## config.mk

```make
export PLATFORM = sky130hd
export DESIGN_NAME = stack_sequencer
export DESIGN_NICKNAME = d
export VERILOG_FILES = /design/src/rtl/stack_sequencer.sv
export SDC_FILE = /design/constraint.sdc
export NUM_CORES = 1
export LEC_CHECK = 0
export BUFFER_PORTS_ARGS = -buffer_cell sky130_fd_sc_hd__buf_4
export CAP_MARGIN = 10
export CORE_MARGIN = 10
export CORE_UTILIZATION = 50
export CTS_CLUSTER_SIZE = 30
export DETAILED_ROUTE_END_ITERATION = 10
export PLACE_DENSITY = 0.76
export SLEW_MARGIN = 20
export SYNTH_ARGS = -nofsm -noshare
export SYNTH_HDL_FRONTEND = slang
export SYNTH_SLANG_ARGS = --single-unit
```

## constraint.sdc

```tcl
create_clock -name clk -period 4.44 [get_ports clk]
set_input_delay 0.444 -clock clk [delete_from_list [all_inputs] [get_ports clk]]
set_output_delay 0.444 -clock clk [all_outputs]
set_load 0.05 [all_outputs]
```

## src/rtl/stack_sequencer.sv

```systemverilog
// Stack sequencer for CALL/RET/INT/RTI: splits PC and flags into 16-bit stack
// accesses, one per cycle, owns the stack pointer and returns the resolved PC.
module stack_sequencer #(
   parameter int unsigned ADDR_W   = 32,
   parameter int unsigned FLAG_W   = 3,
   parameter logic [31:0] SP_RESET = 32'h0000_0FFF
) (
   input  logic              clk,
   input  logic              rst_n,
   input  logic              req_valid,
   input  logic [1:0]        req_op,
   input  logic [31:0]       req_pc,
   input  logic [31:0]       req_target,
   input  logic [FLAG_W-1:0] req_flags,
   output logic              req_ready,
   output logic              busy,
   output logic              mem_en,
   output logic              mem_we,
   output logic [ADDR_W-1:0] mem_addr,
   output logic [15:0]       mem_wdata,
   input  logic [15:0]       mem_rdata,
   output logic [ADDR_W-1:0] sp,
   output logic [1:0]        count_out,
   output logic              done,
   output logic [31:0]       pc_out,
   output logic [FLAG_W-1:0] flags_out,
   output logic              flags_load
);

   localparam int unsigned DATA_W = 16;
   localparam int unsigned PC_W   = 32;
   localparam int unsigned CNT_W  = 2;

   typedef enum logic [1:0] {S_IDLE, S_ACCESS, S_DRAIN, S_DONE} state_e;
   typedef enum logic [1:0] {OP_CALL, OP_RET, OP_INT, OP_RTI} op_e;

   state_e              state, state_n;
   op_e                 op_q, op_n;
   logic [PC_W-1:0]     pc_q, pc_n;
   logic [PC_W-1:0]     target_q, target_n;
   logic [FLAG_W-1:0]   flags_q, flags_n;
   logic [CNT_W-1:0]    count_q, count_n;
   logic [ADDR_W-1:0]   sp_q, sp_n;
   logic [PC_W-1:0]     rd_pc_q, rd_pc_n;
   logic [FLAG_W-1:0]   rd_flags_q, rd_flags_n;
   logic                rd_pend_q, rd_pend_n;
   logic [CNT_W-1:0]    rd_idx_q, rd_idx_n;

   logic                req_ready_n, busy_n, mem_en_n, mem_we_n, done_n, flags_load_n;
   logic [ADDR_W-1:0]   mem_addr_n;
   logic [DATA_W-1:0]   mem_wdata_n;
   logic [PC_W-1:0]     pc_out_n;
   logic [FLAG_W-1:0]   flags_out_n;

   function automatic logic is_push(input op_e op);
      return (op == OP_CALL) || (op == OP_INT);
   endfunction

   function automatic logic [CNT_W-1:0] n_access(input op_e op);
      return ((op == OP_CALL) || (op == OP_RET)) ? CNT_W'(2) : CNT_W'(3);
   endfunction

   assign sp        = sp_q;
   assign count_out = count_q;

   // Next-state, datapath and next-output computation; outputs are registered
   // from the next-cycle values so they line up with the state they describe.
   always_comb begin
      state_n    = state;
      op_n       = op_q;
      pc_n       = pc_q;
      target_n   = target_q;
      flags_n    = flags_q;
      count_n    = count_q;
      sp_n       = sp_q;
      rd_pc_n    = rd_pc_q;
      rd_flags_n = rd_flags_q;
      rd_pend_n  = 1'b0;
      rd_idx_n   = rd_idx_q;

      // Read data arrives one cycle after its access; slot selects the field.
      if (rd_pend_q) begin
         case (rd_idx_q)
            CNT_W'(0): rd_pc_n[15:0]  = mem_rdata;
            CNT_W'(1): rd_pc_n[31:16] = mem_rdata;
            default:   rd_flags_n     = mem_rdata[FLAG_W-1:0];
         endcase
      end

      case (state)
         S_IDLE: begin
            if (req_valid) begin
               op_n       = op_e'(req_op);
               pc_n       = req_pc;
               target_n   = req_target;
               flags_n    = req_flags;
               count_n    = n_access(op_e'(req_op));
               rd_pc_n    = '0;
               rd_flags_n = '0;
               state_n    = S_ACCESS;
            end
         end
         S_ACCESS: begin
            count_n = count_q - CNT_W'(1);
            if (is_push(op_q)) begin
               sp_n = sp_q - ADDR_W'(1);
            end else begin
               sp_n      = sp_q + ADDR_W'(1);
               rd_pend_n = 1'b1;
               rd_idx_n  = n_access(op_q) - count_q;
            end
            if (count_q == CNT_W'(1)) state_n = S_DRAIN;
         end
         S_DRAIN: state_n = S_DONE;
         S_DONE:  state_n = S_IDLE;
         default: state_n = S_IDLE;
      endcase

      req_ready_n  = (state_n == S_IDLE);
      busy_n       = !req_ready_n;
      mem_en_n     = (state_n == S_ACCESS);
      mem_we_n     = mem_en_n && is_push(op_n);
      mem_addr_n   = (mem_en_n && !is_push(op_n)) ? sp_n + ADDR_W'(1) : sp_n;
      mem_wdata_n  = '0;
      if (mem_we_n) begin
         case (count_n)
            CNT_W'(3): mem_wdata_n = DATA_W'(flags_n);
            CNT_W'(2): mem_wdata_n = pc_n[31:16];
            default:   mem_wdata_n = pc_n[15:0];
         endcase
      end
      done_n       = (state_n == S_DONE);
      pc_out_n     = '0;
      if (done_n) pc_out_n = is_push(op_n) ? target_n : rd_pc_n;
      flags_load_n = done_n && (op_n == OP_RTI);
      flags_out_n  = flags_load_n ? rd_flags_n : '0;
   end

   // State, datapath and output registers.
   always_ff @(posedge clk) begin
      if (!rst_n) begin
         state      <= S_IDLE;
         op_q       <= OP_CALL;
         pc_q       <= '0;
         target_q   <= '0;
         flags_q    <= '0;
         count_q    <= '0;
         sp_q       <= ADDR_W'(SP_RESET);
         rd_pc_q    <= '0;
         rd_flags_q <= '0;
         rd_pend_q  <= 1'b0;
         rd_idx_q   <= '0;
         req_ready  <= 1'b1;
         busy       <= 1'b0;
         mem_en     <= 1'b0;
         mem_we     <= 1'b0;
         mem_addr   <= ADDR_W'(SP_RESET);
         mem_wdata  <= '0;
         done       <= 1'b0;
         pc_out     <= '0;
         flags_out  <= '0;
         flags_load <= 1'b0;
      end else begin
         state      <= state_n;
         op_q       <= op_n;
         pc_q       <= pc_n;
         target_q   <= target_n;
         flags_q    <= flags_n;
         count_q    <= count_n;
         sp_q       <= sp_n;
         rd_pc_q    <= rd_pc_n;
         rd_flags_q <= rd_flags_n;
         rd_pend_q  <= rd_pend_n;
         rd_idx_q   <= rd_idx_n;
         req_ready  <= req_ready_n;
         busy       <= busy_n;
         mem_en     <= mem_en_n;
         mem_we     <= mem_we_n;
         mem_addr   <= mem_addr_n;
         mem_wdata  <= mem_wdata_n;
         done       <= done_n;
         pc_out     <= pc_out_n;
         flags_out  <= flags_out_n;
         flags_load <= flags_load_n;
      end
   end

endmodule

```

**Word level (Yosys, flattened, before mapping)**

Cells that the tools add are included.
Widths: inputs -> output; s select.

- Register bits: 232
- Input bits: 88
- Output and inout bits: 123
- Word-level logic and storage cells: 92

- Add/subtract/negate cells: 5
- Equality and inequality tests: 14
- Muxes and demuxes: 30
- Bitwise operators: 1
- Reductions and logical operators: 21

Operators with widths:

| operator | number |
|---|---|
| $mux 32 | 11 |
| $add 32x1->32 const B | 2 |
| $mux 16 | 2 |
| $pmux 16 s2 | 1 |
| $sub 32x1->32 const B | 1 |
| $mux 3 | 6 |
| $eq 2x2->1 const B | 8 |
| $eq 2x1->1 const B | 6 |
| $logic_not 2->1 | 6 |
| $mux 2 | 5 |
| $reduce_and 2->1 | 5 |
| $pmux 2 s4 | 1 |
| $logic_or 1x1->1 | 4 |
| $pmux 2 s2 | 1 |
| $logic_and 1x1->1 | 3 |
| $mux 1 | 3 |
| $logic_not 1->1 | 2 |
| $reduce_or 2->1 | 1 |
| $sub 2x1->2 const B | 1 |
| $sub 2x2->2 | 1 |
| $not 1->1 | 1 |

**Logic depth before layout (Yosys ltp)**

- Depth after elaboration: 7
- Mapped depth: 16
- Depth with buffers taken out: 11

**Worst setup path before layout**

No wires, ideal clock.

- Path kind: flip-flop to flip-flop
- From: register op_q[0]
- To: register mem_addr[31]
- Setup time: 0.123 ns
- Data arrival time: 4.092 ns
- Data required time: 4.317 ns
- Path slack: 0.225 ns
- Cell stages (with the launch flop): 14
- Buffers on the path: 2
- Clock period less this slack: 4.215 ns
- Path through: dfxtp_1 -> clkbuf_1 -> inv_1 -> ha_1 -> buf_4 -> a21oi_2 -> o21ai_0 -> mux2_2 -> nor3_1 -> o211ai_1 -> a2111oi_4 -> nand3_2 -> nor4_2 -> mux2_1

- Word-level cells in the longest chain between the ends: 7
- Elaborated cells between the ends (all ways): 14
- Those cells by class: add/sub (1); eq/ne (2); mux (5); reduce/logical (6)

Ends and longest elaborated chain:

| item | line | source |
|---|---|---|
| start: declaration | 38 | `op_e op_q, op_n;` |
| start signal: assignment | 165 | `op_q <= op_n;` |
| branches (longest 6 deep; another with $add 32x1->32) | n/a |  |
| $mux 32 * | 123 | `mem_addr_n = (mem_en_n && !is_push(op_n)) ? sp_n + ADDR_W'(1) : sp_n;` |
| end signal: assignment | 157 | `mem_addr <= ADDR_W'(SP_RESET);` |
| end signal: assignment | 179 | `mem_addr <= mem_addr_n;` |
| end: declaration | 19 | `output logic [ADDR_W-1:0] mem_addr,` |

Mark *: on every way between the ends.
A chain may end at the register's enable or synchronous reset.

**Final worst setup path**

Ends and elaborated chain as after synthesis.

==> metrics.log <==
[metrics] synth top area cells: sky130_fd_sc_hd__dfxtp_1, sky130_fd_sc_hd__mux2i_1, sky130_fd_sc_hd__nand2_1
[metrics] fraction of final layout cells sized beyond drive strength 1: between 20% and 30%
[metrics] post-synthesis cell type count: 80
[metrics] count of synthesis-stage warnings from yosys: 0
[metrics] async set-or-reset flop fraction in the synthesized netlist: 0%
[metrics] CTS Hold Bufs: 0
[metrics] number of global-route vias before repair: 9680
[metrics] total via count after detailed routing: 9915
[metrics] signal arrival time at the worst endpoint: 4.53 ns
[metrics] Vert. Die Dim: around 170 um
[metrics] overall die area: between 20000 and 30000 um2
[metrics] class of the most critical hold timing path: in2reg
[metrics] number of clock buffers inserted by TritonCTS: 24
[metrics] chain of cells forming the critical path: clkinvlp_4 -> buf_12 -> ha_1 -> a2111oi_1 -> o21ai_1 -> a211o_1 -> a21oi_2 -> or3b_1 -> a31oi_2 -> o2111ai_2 -> nor4_2 -> mux2_1
[metrics] maximum VDD drop: 0.2626 mV
[metrics] routed vias/inst: 5.692
[metrics] number of antenna violations at the first check in global routing: 0
[metrics] Critical Setup Path Class: reg2reg
[metrics] Final Total Pwr: 7715 uW
[metrics] deepest level of the CTS H-tree: 1
[metrics] final cycle utilization of the critical path: 92.85%
[metrics] minimum setup slack after placement: approximately 0.18 ns
[metrics] placer's final routability congestion estimate: 0.8840
[metrics] Post-Syn Nets: ~1400
[metrics] area after detailed placement: 12700 um2
[metrics] global route total overflow: 0
[metrics] Detailed Route WL: 32030 um
[metrics] library cell with the highest instance count after synthesis: sky130_fd_sc_hd__dfxtp_1
[metrics] worst clock skew on the final layout: 0.01410 ns
[metrics] initial core utilization: 51.44%
[metrics] post-synthesis instance area: about 11000 um2
[metrics] buffers added on ports: 210
[metrics] nature of the critical path startpoint: register
[metrics] Critical-path top delay cell: sky130_fd_sc_hd__a2111oi_1
[metrics] final routed DRC violation total: 0
[metrics] depth of the worst hold-timing path: 3
[metrics] CTS tree: done
[metrics] slack of the critical path: 0.3173 ns
[metrics] max-capacitance violation count: 0
[metrics] worst-case reg-to-reg path depth: 12
[metrics] biggest fanout along the worst timing path: 16
[metrics] Total GRT Usage: about a fifth
[metrics] length of the first detailed-routing pass in iterations: 5
[metrics] average wire per cell in the routed design: 18.38 um
[metrics] proportion of synthesized chip area in sequential cells: 42.55%
[metrics] top cell type's share of synthesized area: 42.55%
[metrics] run status: complete, no violations
[metrics] clock root cell: sky130_fd_sc_hd__clkbuf_16
[metrics] horizontal die dimension: 167.8 um
[metrics] setup repair after global routing missed its margin: false
[metrics] DR iter-0 viols: 668
[metrics] mean area per synthesized cell: 8.602 um2
[metrics] final setup fails: 0
[metrics] slew of the pin with the lowest slew margin: 1.084 ns
[metrics] count of final hold-check violations: 0
[metrics] Final ANT Viol Nets: 0
[metrics] data required time of the worst path: 4.85 ns
[metrics] count of nets after finishing: 1573
[metrics] Post-synth EDFFs: 0
[metrics] post-layout min period: 4.123 ns
[metrics] Crit path largest cell delay: 0.40 ns
[metrics] IO Pins: 211
[metrics] number of pins exceeding their max-slew limit in the final report: 0
[metrics] area of the core region: 21220 um2
[metrics] P per Cell Area: 568.4 nW/um2
[metrics] largest net degree at the start of global routing: 85
[metrics] Detail Placement HPWL: ~23000 um
[metrics] clock transition at the register clock pins on the worst setup and hold paths after CTS: 0.06 ns
[metrics] Static Leakage: a little under 0.006 uW
[metrics] number of standard-cell rows in the floorplan: 53
[metrics] cell accounting for the most synthesized area: sky130_fd_sc_hd__dfxtp_1
[metrics] clock sink count: 232
[metrics] Crit path max-delay family: compound AO/OA/AOI/OAI gates
[metrics] clk buf depth: 3
[metrics] Final Instance Area: 13570 um2
[metrics] Post-synth top flop: sky130_fd_sc_hd__dfxtp_1
[metrics] logic depth of the worst setup path including buffers: 12
[metrics] headroom to the max-slew limit: 27.53%
[metrics] first-pass GRT wire length: between 50000 and 60000 um
[metrics] sum of negative setup slack: 0 ns
[metrics] number of synthesized register bits: 232
[metrics] Inserted Diodes: 0
[metrics] count of mapped cells out of synthesis: 1269
[metrics] sum of buffers and inverters on the critical path: 2
[metrics] upper clock frequency limit: 0.2426 GHz
[metrics] Clk Latency, worst-skew pair: 0.53 ns
[metrics] synthesis-to-finish area growth: 24.36%
[metrics] nature of the critical path endpoint: register
[metrics] Synth top cells by count: sky130_fd_sc_hd__dfxtp_1, sky130_fd_sc_hd__nand2_1, sky130_fd_sc_hd__nor2_1, sky130_fd_sc_hd__a21oi_1, sky130_fd_sc_hd__mux2i_1
## metal layers
layer,track usage [%],wire (um)
met5,0,0
met4,5.640,670
met3,6.227,2568
met2,35.35,15040
met1,26.60,13750
## worst paths after layout
check | end | slack, ns | from
worst max-delay path | mem_addr[31] | 0.32 | op_q[0]
worst min register to register | pc_q[16] | 0.45 | pc_q[16]
worst max register to register | mem_addr[31] | 0.32 | op_q[0]
worst min-delay path | target_q[31] | 0.17 | req_target[31]
## cells in the final DEF, fill, tap and decap left out, types with 8 or more instances in the layout
| cell | Yosys | layout |
|---|---|---|
| sky130_fd_sc_hd__nor2_1 | 153 | 152 |
| sky130_fd_sc_hd__xnor2_1 | 14 | 14 |
| sky130_fd_sc_hd__mux2i_1 | 74 | 74 |
| sky130_fd_sc_hd__nand3_1 | 25 | 25 |
| sky130_fd_sc_hd__and3_1 | 13 | 13 |
| sky130_fd_sc_hd__o211ai_1 | 11 | 11 |
| sky130_fd_sc_hd__a21o_1 | 11 | 11 |
| sky130_fd_sc_hd__ha_1 | 33 | 33 |
| sky130_fd_sc_hd__nor4_1 | 9 | 8 |
| sky130_fd_sc_hd__inv_1 | 23 | 21 |
| sky130_fd_sc_hd__buf_4 | 3 | 230 |
| sky130_fd_sc_hd__nand2_1 | 159 | 158 |
| sky130_fd_sc_hd__nor3_1 | 31 | 30 |
| sky130_fd_sc_hd__nand2b_1 | 14 | 12 |
| sky130_fd_sc_hd__clkbuf_8 | 0 | 8 |
| sky130_fd_sc_hd__a21oi_1 | 114 | 114 |
| sky130_fd_sc_hd__and2_1 | 17 | 17 |
| sky130_fd_sc_hd__nand4_1 | 14 | 14 |
| sky130_fd_sc_hd__clkbuf_16 | 0 | 24 |
| sky130_fd_sc_hd__o21a_1 | 41 | 41 |
| sky130_fd_sc_hd__xor2_1 | 13 | 13 |
| sky130_fd_sc_hd__o21ai_0 | 34 | 32 |
| sky130_fd_sc_hd__a211oi_1 | 14 | 14 |
| sky130_fd_sc_hd__dfxtp_1 | 232 | 232 |
| sky130_fd_sc_hd__o22a_1 | 16 | 16 |
## what timing repair did
action	in CTS	in global routing
endpoints found under the setup margin	0	7
gates resized for setup	0	8
setup buffers	0	2
## flip-flops by register name, summed over array words and instances (netlist names), 2 cells and up
name        count
count_out       2
flags_out       3
flags_q         3
mem_addr       32
mem_wdata      16
op_q            2
pc_out         32
pc_q           32
rd_flags_q      3
rd_idx_q        2
rd_pc_q        32
sp             32
state           2
target_q       32
## area by class of cell
type	count	area [um2]
repair buffers	231	1747
clock buffers	34	718.2
fillers	1809	7646
multi-input cells	938	5921
inverters	24	95.09
clock inverters	8	105.1
flip-flops and latches	232	4644
well taps	275	344.1
## worst min-delay path: cells and delay by family
kind / cells / cell delay, ns
buf+inv: 1 / 0.11
compound gates: 1 / 0.05
simple gates: 1 / 0.04
## per-stage QoR
stage	utilization [%]	std cells	hold slack, ns
2_1_floorplan	-	1269	0.4331
4_1_cts	63.71	1740	0.1486
6_report	63.97	1742	0.1676
5_1_grt	63.97	1742	0.1558
3_3_place_gp	59.82	1698	0.4384
3_5_place_dp	59.83	1698	0.4471
## logic make-up after synthesis
logic type,after synthesis,share of synthesized area [%]
AND/OR/NAND/NOR,473,20.04
AO/OA/AOI/OAI,320,19.54
flip-flops,232,42.55
buffers and inverters,99,3.611
multiplexers,84,8.127
adder cells (fa/ha/maj),34,3.966
XOR/XNOR,27,2.166
## power breakdown
part,switching [uW],leakage [uW],internal (uW)
clock,842,0.000411,1240
sequential,148,0.00189,2290
combinational,2050,0.00356,1140
total,3040,0.00586,4670
(Power assumes the default switching activity.)
